$ cat src/rtl/echo_pkg.sv
// Shared widths, ramp FSM state type and the saturating sample adder
// used by the echo mixer and its gain ramp.
package echo_pkg;

   localparam int SAMPLE_W = 16;
   localparam int GAIN_W   = 8;

   typedef enum logic [1:0] {
      MUTED     = 2'd0,
      RAMP_UP   = 2'd1,
      STEADY    = 2'd2,
      RAMP_DOWN = 2'd3
   } ramp_state_t;

   localparam logic signed [SAMPLE_W-1:0] SMAX = {1'b0, {(SAMPLE_W-1){1'b1}}};
   localparam logic signed [SAMPLE_W-1:0] SMIN = {1'b1, {(SAMPLE_W-1){1'b0}}};

   // One guard bit is enough: the sum of two SAMPLE_W values never overflows SAMPLE_W+1.
   function automatic logic signed [SAMPLE_W-1:0] sat_add(
      input logic signed [SAMPLE_W-1:0] a,
      input logic signed [SAMPLE_W-1:0] b
   );
      logic signed [SAMPLE_W:0]   sum;
      logic signed [SAMPLE_W-1:0] res;
      sum = (SAMPLE_W+1)'(a) + (SAMPLE_W+1)'(b);
      if (sum > (SAMPLE_W+1)'(SMAX))
         res = SMAX;
      else if (sum < (SAMPLE_W+1)'(SMIN))
         res = SMIN;
      else
         res = sum[SAMPLE_W-1:0];
      return res;
   endfunction

endpackage

$ cat src/rtl/echo_gain_ramp.sv
// Gain ramp FSM: walks gain_cur one LSB per sample strobe toward the
// target (gain_in when enabled, else 0) so gain changes never click.
module echo_gain_ramp
   import echo_pkg::*;
#(
   parameter int GW = GAIN_W
) (
   input  logic          clk,
   input  logic          reset_n,
   input  logic          sample_valid,
   input  logic          enable,
   input  logic [GW-1:0] gain_in,
   output logic [GW-1:0] gain_cur,
   output logic          ramping
);

   localparam logic [GW-1:0] GMAX = '1;

   ramp_state_t   state, state_nxt, settle_st;
   logic [GW-1:0] target, gain_nxt, gain_up, gain_dn;

   assign target    = enable ? gain_in : '0;
   assign gain_up   = (gain_cur == GMAX) ? gain_cur : gain_cur + GW'(1);
   assign gain_dn   = (gain_cur == '0)   ? gain_cur : gain_cur - GW'(1);
   assign settle_st = (target == '0) ? MUTED : STEADY;

   always_ff @(posedge clk or negedge reset_n) begin
      if (!reset_n) begin
         state    <= MUTED;
         gain_cur <= '0;
      end else if (sample_valid) begin
         state    <= state_nxt;
         gain_cur <= gain_nxt;
      end
   end

   // Direction reversals hold the gain for one strobe; entries from rest step at once.
   always_comb begin
      state_nxt = state;
      gain_nxt  = gain_cur;
      case (state)
         MUTED: begin
            gain_nxt = '0;
            if (target != '0) begin
               gain_nxt  = GW'(1);
               state_nxt = (target == GW'(1)) ? STEADY : RAMP_UP;
            end
         end
         RAMP_UP: begin
            if (target < gain_cur)
               state_nxt = RAMP_DOWN;
            else if (target == gain_cur)
               state_nxt = STEADY;
            else begin
               gain_nxt = gain_up;
               if (gain_up == target)
                  state_nxt = STEADY;
            end
         end
         RAMP_DOWN: begin
            if (target > gain_cur)
               state_nxt = RAMP_UP;
            else if (target == gain_cur)
               state_nxt = settle_st;
            else begin
               gain_nxt = gain_dn;
               if (gain_dn == target)
                  state_nxt = settle_st;
            end
         end
         STEADY: begin
            if (target > gain_cur) begin
               gain_nxt  = gain_up;
               state_nxt = (gain_up == target) ? STEADY : RAMP_UP;
            end else if (target < gain_cur) begin
               gain_nxt  = gain_dn;
               state_nxt = (gain_dn == target) ? settle_st : RAMP_DOWN;
            end else if (gain_cur == '0) begin
               state_nxt = MUTED;
            end
         end
         default: state_nxt = MUTED;
      endcase
   end

   always_comb begin
      ramping = (state == RAMP_UP) || (state == RAMP_DOWN);
   end

endmodule

$ cat src/rtl/echo_mixer.sv
// Echo mixer: wet = sat(dry + floor(dly * gain / 2^GW)) through a 3-stage
// pipeline; the same sample is returned as delay-line feedback.
module echo_mixer
   import echo_pkg::*;
#(
   parameter int DW = SAMPLE_W,
   parameter int GW = GAIN_W
) (
   input  logic          clk,
   input  logic          reset_n,
   input  logic          sample_valid,
   input  logic [DW-1:0] dry_in,
   input  logic [DW-1:0] dly_in,
   input  logic          enable,
   input  logic [GW-1:0] gain_in,
   output logic [DW-1:0] wet_out,
   output logic [DW-1:0] fb_out,
   output logic          out_valid,
   output logic [GW-1:0] gain_cur,
   output logic          ramping
);

   localparam int PW = DW + GW + 1;

   logic                 vld_p1, vld_p2;
   logic signed [DW-1:0] dry_p1, dly_p1, dry_p2, scaled_p2;
   logic        [GW-1:0] gain_p1;
   logic signed [PW-1:0] prod;
   logic signed [DW-1:0] scaled;

   echo_gain_ramp #(.GW(GW)) u_ramp (
      .clk          (clk),
      .reset_n      (reset_n),
      .sample_valid (sample_valid),
      .enable       (enable),
      .gain_in      (gain_in),
      .gain_cur     (gain_cur),
      .ramping      (ramping)
   );

   // Stage 1: capture the sample pair with the gain in force before this strobe's ramp step
   always_ff @(posedge clk or negedge reset_n) begin
      if (!reset_n) begin
         vld_p1  <= 1'b0;
         dry_p1  <= '0;
         dly_p1  <= '0;
         gain_p1 <= '0;
      end else begin
         vld_p1 <= sample_valid;
         if (sample_valid) begin
            dry_p1  <= $signed(dry_in);
            dly_p1  <= $signed(dly_in);
            gain_p1 <= gain_cur;
         end
      end
   end

   // Stage 2: gain is an unsigned fraction, so zero-extend before the signed multiply
   assign prod   = PW'(dly_p1) * PW'($signed({1'b0, gain_p1}));
   assign scaled = DW'(prod >>> GW);

   always_ff @(posedge clk or negedge reset_n) begin
      if (!reset_n) begin
         vld_p2    <= 1'b0;
         dry_p2    <= '0;
         scaled_p2 <= '0;
      end else begin
         vld_p2 <= vld_p1;
         if (vld_p1) begin
            dry_p2    <= dry_p1;
            scaled_p2 <= scaled;
         end
      end
   end

   // Stage 3: saturating mix; output holds between strobes
   always_ff @(posedge clk or negedge reset_n) begin
      if (!reset_n) begin
         out_valid <= 1'b0;
         wet_out   <= '0;
      end else begin
         out_valid <= vld_p2;
         if (vld_p2)
            wet_out <= sat_add(dry_p2, scaled_p2);
      end
   end

   assign fb_out = wet_out;

endmodule

$ cat config.mk
export PLATFORM = sky130hd
export DESIGN_NAME = echo_mixer
export DESIGN_NICKNAME = d
export VERILOG_FILES = /design/src/rtl/echo_pkg.sv /design/src/rtl/echo_gain_ramp.sv /design/src/rtl/echo_mixer.sv
export SDC_FILE = /design/constraint.sdc
export NUM_CORES = 1
export LEC_CHECK = 0
export BUFFER_PORTS_ARGS = -buffer_cell sky130_fd_sc_hd__buf_2
export CORE_UTILIZATION = 25
export DETAILED_ROUTE_END_ITERATION = 6
export HOLD_SLACK_MARGIN = 0.02
export PLACE_DENSITY = 0.44
export REMOVE_ABC_BUFFERS = 1
export SLEW_MARGIN = 0
export SYNTH_ARGS = -nofsm -noshare
export SYNTH_HDL_FRONTEND = slang
export SYNTH_HIERARCHICAL = 1
export SYNTH_SLANG_ARGS = --single-unit
export TNS_END_PERCENT = 100
$ cat constraint.sdc
create_clock -name clk -period 14.85 [get_ports clk]
set_clock_uncertainty 0.15 [all_clocks]
set_input_delay 2.97 -clock clk [delete_from_list [all_inputs] [get_ports clk]]
set_output_delay 2.97 -clock clk [all_outputs]
set_load 0.01 [all_outputs]
==> results by group, run 1 <==
Clocking
  • CTS resizes: 0
  • Clock-pin slew reported for the worst setup and hold paths after clock tree synthesis: 70 ps
  • CTS sink count: 101
  • Longest Clk Path Bufs: 2
  • Clock tree from TritonCTS: yes
  • Number of hold buffers added after cts: 0
  • Number of H-tree levels: 3
  • Library cell used as clock root buffer: clkbuf_16
  • Total setup buffers inserted after CTS: 0
  • Clock Latency Late Sink: roughly 370 ps
  • Inserted Clock Buffers: 9

Floorplanning
  • Floorplan row count: 75
  • Boundary pin count: 86
  • Die boundary width: around 210 um
  • Initial Util: 0.2562
  • Die ar.: ~44000 um^2
  • Vertical die dimension: between 200 and 250 um
  • Core area: 42320 um^2

Worst setup path
  • CP Max Fanout: 14
  • Data arrival time of the worst path: 5700 ps
  • Worst setup SP type: input port
  • WP data required: 14960 ps
  • Kind of end point of the critical path: register
  • Classification of the worst setup path: input port to register

Synth
  • Flip-flop cell with the highest count after synthesis: dfrtp_1
  • Async SR Flop Fraction: 1.000
  • Post-synth EDFFs: 0
  • Average instance area after synthesis: between 9 and 10 um^2
  • Post-synth design cell area: ~11000 um^2
  • Number of instances in the synthesized netlist: 1142
  • Seq/Total Area, Yosys: 0.2331
  • Cell types with the highest counts after synthesis: 170 x inv_1, 102 x nand2_1, 101 x dfrtp_1
  • Main combinational cell family by area after synthesis: adder cells
  • Cell types occupying the most area after synthesis: dfrtp_1 23%, fa_1 18%, ha_1 8.0%
  • Ys Warns: 6
  • Biggest area consumer among synthesized cells: dfrtp_1
  • Synthesized flop and latch total: 101
  • Share of cell area taken by muxes after synthesis: 0.07663
  • Synthesized-area fraction occupied by adder cells: 0.2643
  • Most used standard cell by instance count after synthesis: inv_1
  • Share of the synthesized area in compound gates (AO/OA/AOI/OAI): 0.1468
  • Share of Yosys cell area claimed by the top area cell type: 0.2331
  • Area share of xor/xnor cells in the synthesized design: 0.03681
  • Area fraction in and, or, nand and nor cells after synthesis: 0.1516
  • Count of cell types in the netlist: 90

STA
  • Number of max-slew violations in the final report: 0
  • Max_slew headroom: 0.3715
  • Worst hold slack: 317.7 ps
  • Aggregate negative setup slack: 0 ps
  • Period utilization: 0.3770
  • Maximum achievable frequency: about 0.18 GHz
  • Post-route worst setup slack: around 9300 ps
  • Total count of hold-check failures in the final report: 0
  • Number of setup violations in the final report: 0
  • Minimum period implied by the final worst setup slack: 5598 ps
  • RSZ-0062 raised after global routing: no
  • Slew @ Worst Pin: 919.0 ps

GRT
  • Total global-route track usage: 0.1260
  • Maximum number of pins on one net before global-route repair: 71
  • Number of antenna violations at the first check in global routing: 0
  • Via count of the first global-routing pass: approximately 8700
  • Global-route wire length before repair: around 45000 um
  • Global route overflow: 0

Place
  • Final RePlAce weighted congestion: approximately 0.8
  • Standard cell area after detailed placement: 11710 um^2
  • HPWL after DPL: 20370 um
  • Worst setup slack after placement: slightly below 9000 ps
  • Count of port buffers added during placement: 85

Drt
  • Antenna violation net count after detailed routing: 0
  • Routed vias/inst: about 4.6
  • Detailed-route via count: 8171
  • Iteration count of the initial detailed-routing pass: 5
  • Detailed-route wire length: about 26000 um
  • Drt wl/cell: about 15 um
  • Iteration-0 DRC count of the detailed router: 399
  • Number of remaining DRC errors: 0

Layout
  • Number of diodes added for antenna fixing: 0
  • Fraction of final layout cells sized beyond drive strength 1: 0.1855
  • Area growth from synthesis to layout: 10.81%
  • Final design area excluding fillers: 12010 um^2
  • Number of nets in the layout: between 1000 and 1500

Job
  • Number of maximum-capacitance constraint violations: 0

Hold path
  • Hold/Removal Path Class: register to register

Status
  • Outcome: complete, no violations
critical path, cell delays in order:
cell	delay, ps
buf_2	220
nand2_1	140
inv_1	100
ha_1	260
a21oi_1	170
a21boi_0	140
or2_2	310
o211ai_1	580
a21oi_1	230
a221o_1	340
o32ai_1	240
state kept, by name, summed over array words and instances (netlist names), 2 cells and up:
signal	flops
u_ramp/state	2
dly_p1	16
scaled_p2	16
u_ramp/gain_cur	8
dry_p1	16
gain_p1	8
fb_out	16
dry_p2	16
cells by family after synthesis:
| logic type | after synthesis |
|---|---|
| AOI/OAI and AO/OA | 206 |
| adders and majority gates | 169 |
| xor gates and xnor gates | 44 |
| DFF | 101 |
| muxes | 74 |
| and+or+nand+nor | 312 |
| buffers and inverters | 236 |
per-stage QoR:
step	utilization	std cells
CTS	0.2839	1763
global placement	0.2767	1747
detailed placement	0.2767	1747
floorplan	-	1077
finish	0.2839	1763
global route	0.2839	1763
cell type report:
type	count	area, um^2
well taps	577	721.9
multi-input cells	805	7331
flip-flops and latches	101	2527
inverters	171	641.9
clock buffers	9	225.2
clock inverters	7	78.83
repair buffers	93	488.0
fillers	4542	30310
cell usage in the layout (no fill, tap or decap), types with 10 or more instances in the layout:
master	instances
inv_1	170
nand2_1	102
dfrtp_1	101
fa_1	100
buf_2	84
and2_1	77
mux2_2	72
ha_1	69
nor2_1	43
a21oi_1	43
xnor2_1	32
o21ai_0	26
nand4_1	16
nand3_1	14
a31oi_1	13
o211ai_1	13
a21o_1	13
nor3_1	12
xor2_1	11
o2bb2ai_2	10
layer usage:
metal | track usage | part of all wire | wire length, um
met1 | 0.1683 | 0.48 | 12500
met2 | 0.2150 | 0.47 | 12320
met3 | 0.01639 | 0.035 | 910
met4 | 0.02970 | 0.015 | 405
met5 | 0 | 0 | 0
path summary, 6_finish.rpt:
check	slack, ps	cells after the start	startpoint	end
max in group asynchronous	10920	2	reset_n	dry_p2[9]
worst min register to register	320	0	vld_p2	out_valid
worst max-delay path	9250	11	enable	u_ramp/gain_cur[3]
worst min-delay path	320	0	vld_p2	out_valid
min in group asynchronous	2380	1	reset_n	dly_p1[3]
worst max register to register	9390	16	gain_p1[1]	scaled_p2[13]
Power of run 1 is left out: the tool's default activity adds up to more than one toggle a clock period on the data nets, which glitch-free logic cannot reach.
==> inputs of run 2 (changes only) <==
--- a/config.mk
+++ b/config.mk
@@ -9,7 +9,7 @@
 export CORE_UTILIZATION = 25
 export DETAILED_ROUTE_END_ITERATION = 6
 export HOLD_SLACK_MARGIN = 0.02
-export PLACE_DENSITY = 0.44
+export PLACE_DENSITY = 0.45
 export REMOVE_ABC_BUFFERS = 1
 export SLEW_MARGIN = 0
 export SYNTH_ARGS = -nofsm -noshare
==> constraint.sdc (replaced) <==
create_clock -name clk -period 4.84 [get_ports clk]
set_clock_uncertainty 0.15 [all_clocks]
set_input_delay 0.968 -clock clk [delete_from_list [all_inputs] [get_ports clk]]
set_output_delay 0.968 -clock clk [all_outputs]
set_load 0.01 [all_outputs]
==> run 2 against run 1 <==
- cell count increased by 4.7%
- global-route usage increased by 0.41 points
- critical endpoint is now scaled_p2[13]
- hold slack improved by 18 ps
- via count increased by 3.7%
==> results by group, run 2 (same netlist as run 1, synthesis figures left out) <==
Status
  • Outcome: complete, no violations (unchanged)

STA
  • Post-route worst setup slack: 166.2 ps (was 9252 ps)
  • RSZ-0062 raised after global routing: yes (was no)
  • Number of setup violations in the final report: 0 (unchanged)
  • Max_slew headroom: 0.3574 (was 0.3715)
  • Minimum period implied by the final worst setup slack: 4674 ps
  • Number of max-slew violations in the final report: 0 (unchanged)
  • Maximum achievable frequency: roughly 0.21 GHz
  • Total count of hold-check failures in the final report: 0 (unchanged)
  • Slew @ Worst Pin: 963.9 ps (was 919.0 ps)
  • Period utilization: 0.9657

GRT
  • Number of antenna violations at the first check in global routing: 0 (unchanged)
  • Total global-route track usage: 0.1300 (was 0.1260)
  • Global route overflow: 0 (unchanged)
  • Global-route wire length before repair: 45870 um (was 45170 um)
  • Via count of the first global-routing pass: 8746 (was 8652)
  • Maximum number of pins on one net before global-route repair: 73 (was 71)

Drt
  • Routed vias/inst: 4.591 (was 4.635)
  • Detailed-route wire length: 27830 um (was 26140 um)
  • Drt wl/cell: 15.07 um (was 14.83 um)
  • Antenna violation net count after detailed routing: 0 (unchanged)
  • Detailed-route via count: 8475 (was 8171)
  • Iteration count of the initial detailed-routing pass: 7 (was 5)
  • Number of remaining DRC errors: 0 (unchanged)
  • Iteration-0 DRC count of the detailed router: 464 (was 399)

Worst setup path
  • Worst Reg2Reg Path Length in Cells: 17 (was 16)
  • Worst setup path start: gain_p1[4] (was enable)
  • Worst setup SP type: register (was input port)
  • Flop2flop setup slack: 170 ps (was 9390 ps)
  • Worst setup path end: scaled_p2[13] (was u_ramp/gain_cur[3])
  • CP Max Fanout: 5 (was 14)
  • Reg-to-Reg Start: gain_p1[4] (was gain_p1[1])
  • Capturing point of the worst reg2reg path: scaled_p2[13] (unchanged)
  • Kind of end point of the critical path: register (unchanged)
  • WP data required: 4960 ps (was 14960 ps)
  • Classification of the worst setup path: register to register (was input port to register)
  • Data arrival time of the worst path: 4790 ps (was 5700 ps)

Place
  • Worst setup slack after placement: -138.2 ps (was 8931 ps)
  • HPWL after DPL: 21820 um (was 20370 um)
  • Count of port buffers added during placement: 85 (unchanged)
  • Final RePlAce weighted congestion: 0.8453 (was 0.8201)
  • Standard cell area after detailed placement: 12210 um^2 (was 11710 um^2)

Floorplanning
  • Die ar.: 44200 um^2 (unchanged)
  • Floorplan row count: 75 (unchanged)
  • Initial Util: 0.2562 (unchanged)
  • Core area: 42320 um^2 (unchanged)
  • Die boundary width: 210.2 um (unchanged)
  • Vertical die dimension: 210.2 um (unchanged)
  • Boundary pin count: 86 (unchanged)

Job
  • Number of maximum-capacitance constraint violations: 0 (unchanged)

Layout
  • Number of nets in the layout: 1477 (was 1394)
  • Final design area excluding fillers: 12950 um^2 (was 12010 um^2)
  • Area growth from synthesis to layout: 19.49% (was 10.81%)
  • Most common cell after layout, fill and taps aside: inv_1 (unchanged)
  • Fraction of final layout cells sized beyond drive strength 1: 0.2790 (was 0.1855)
  • Number of diodes added for antenna fixing: 0 (unchanged)
  • Leading cell types in the layout, fill and taps excluded: 165 x inv_1, 99 x nand2_1, 98 x fa_1, 91 x dfrtp_1, 86 x buf_2 (was 170 x inv_1, 102 x nand2_1, 101 x dfrtp_1, 100 x fa_1, 84 x buf_2)

Clocking
  • Inserted Clock Buffers: 9 (unchanged)
  • Clock tree from TritonCTS: yes (unchanged)
  • CTS sink count: 101 (unchanged)
  • Longest Clk Path Bufs: 2 (unchanged)
  • Clock Latency Late Sink: 380 ps (was 370 ps)
  • Library cell used as clock root buffer: clkbuf_16 (unchanged)
  • Number of hold buffers added after cts: 0 (unchanged)
  • Number of H-tree levels: 3 (unchanged)
  • Clock-pin slew reported for the worst setup and hold paths after clock tree synthesis: 80 ps (was 70 ps)

Hold path
  • Startpoint of the most critical hold path: vld_p2 (unchanged)
  • Hold/Removal Path Class: register to register (unchanged)
  • Instance count along the most critical hold path: 0 (unchanged)
## run 2: per-stage QoR
step / utilization / hold slack, ps / setup TNS (ps) / instances
after floorplan: - / 283.4 / -31.84 / 1077
after global placement: 0.2886 / 304.5 / -192.6 / 1814
after detailed placement: 0.2886 / 309.8 / -369.5 / 1814
after CTS: 0.2960 / 336.9 / 0 / 1830
after global routing: 0.3061 / 358.7 / -19.30 / 1846
final: 0.3061 / 335.3 / 0 / 1846
## run 2: timing repair
action | CTS | global route
setup endpoints to repair | 6 | 10
gates cloned | 0 | 1
gates resized for setup | 8 | 70
pin swaps | 0 | 48
buffers inserted | 0 | 16
## run 2: critical path, cell delays in order, from the launching register on
cell	delay, ps
dfrtp_2	430
buf_4	160
and2_1	140
fa_1	470
fa_1	520
fa_1	540
inv_1	50
fa_1	520
inv_1	60
ha_4	250
buf_4	150
a21o_1	160
a21oi_2	130
o21ai_1	80
buf_4	160
a211oi_2	230
xnor2_1	100
mux2_4	250
## run 2: how the worst min path moves through the flow
stage / endpoint
final: out_valid
after global routing: out_valid
after CTS: out_valid
after detailed placement: out_valid
after global placement: out_valid
after floorplan: out_valid
## run 2: layout make-up
cell class                 instances  area [um^2]
clock buffer                       9        225.2
fill                            4440        29370
timing repair buffer             176         1149
inverter                         171        641.9
sequential                       101         2540
clock inverter                     7        66.31
tap                              577        721.9
multi-input combinational        805         7611
## run 2: metal layers
metal  global-route usage  part of all wire
met4              0.04052             0.019
met5                    0                 0
met3              0.01967             0.038
met1               0.1660              0.46
met2               0.2248              0.48
Power of run 2 is left out for the same reason.
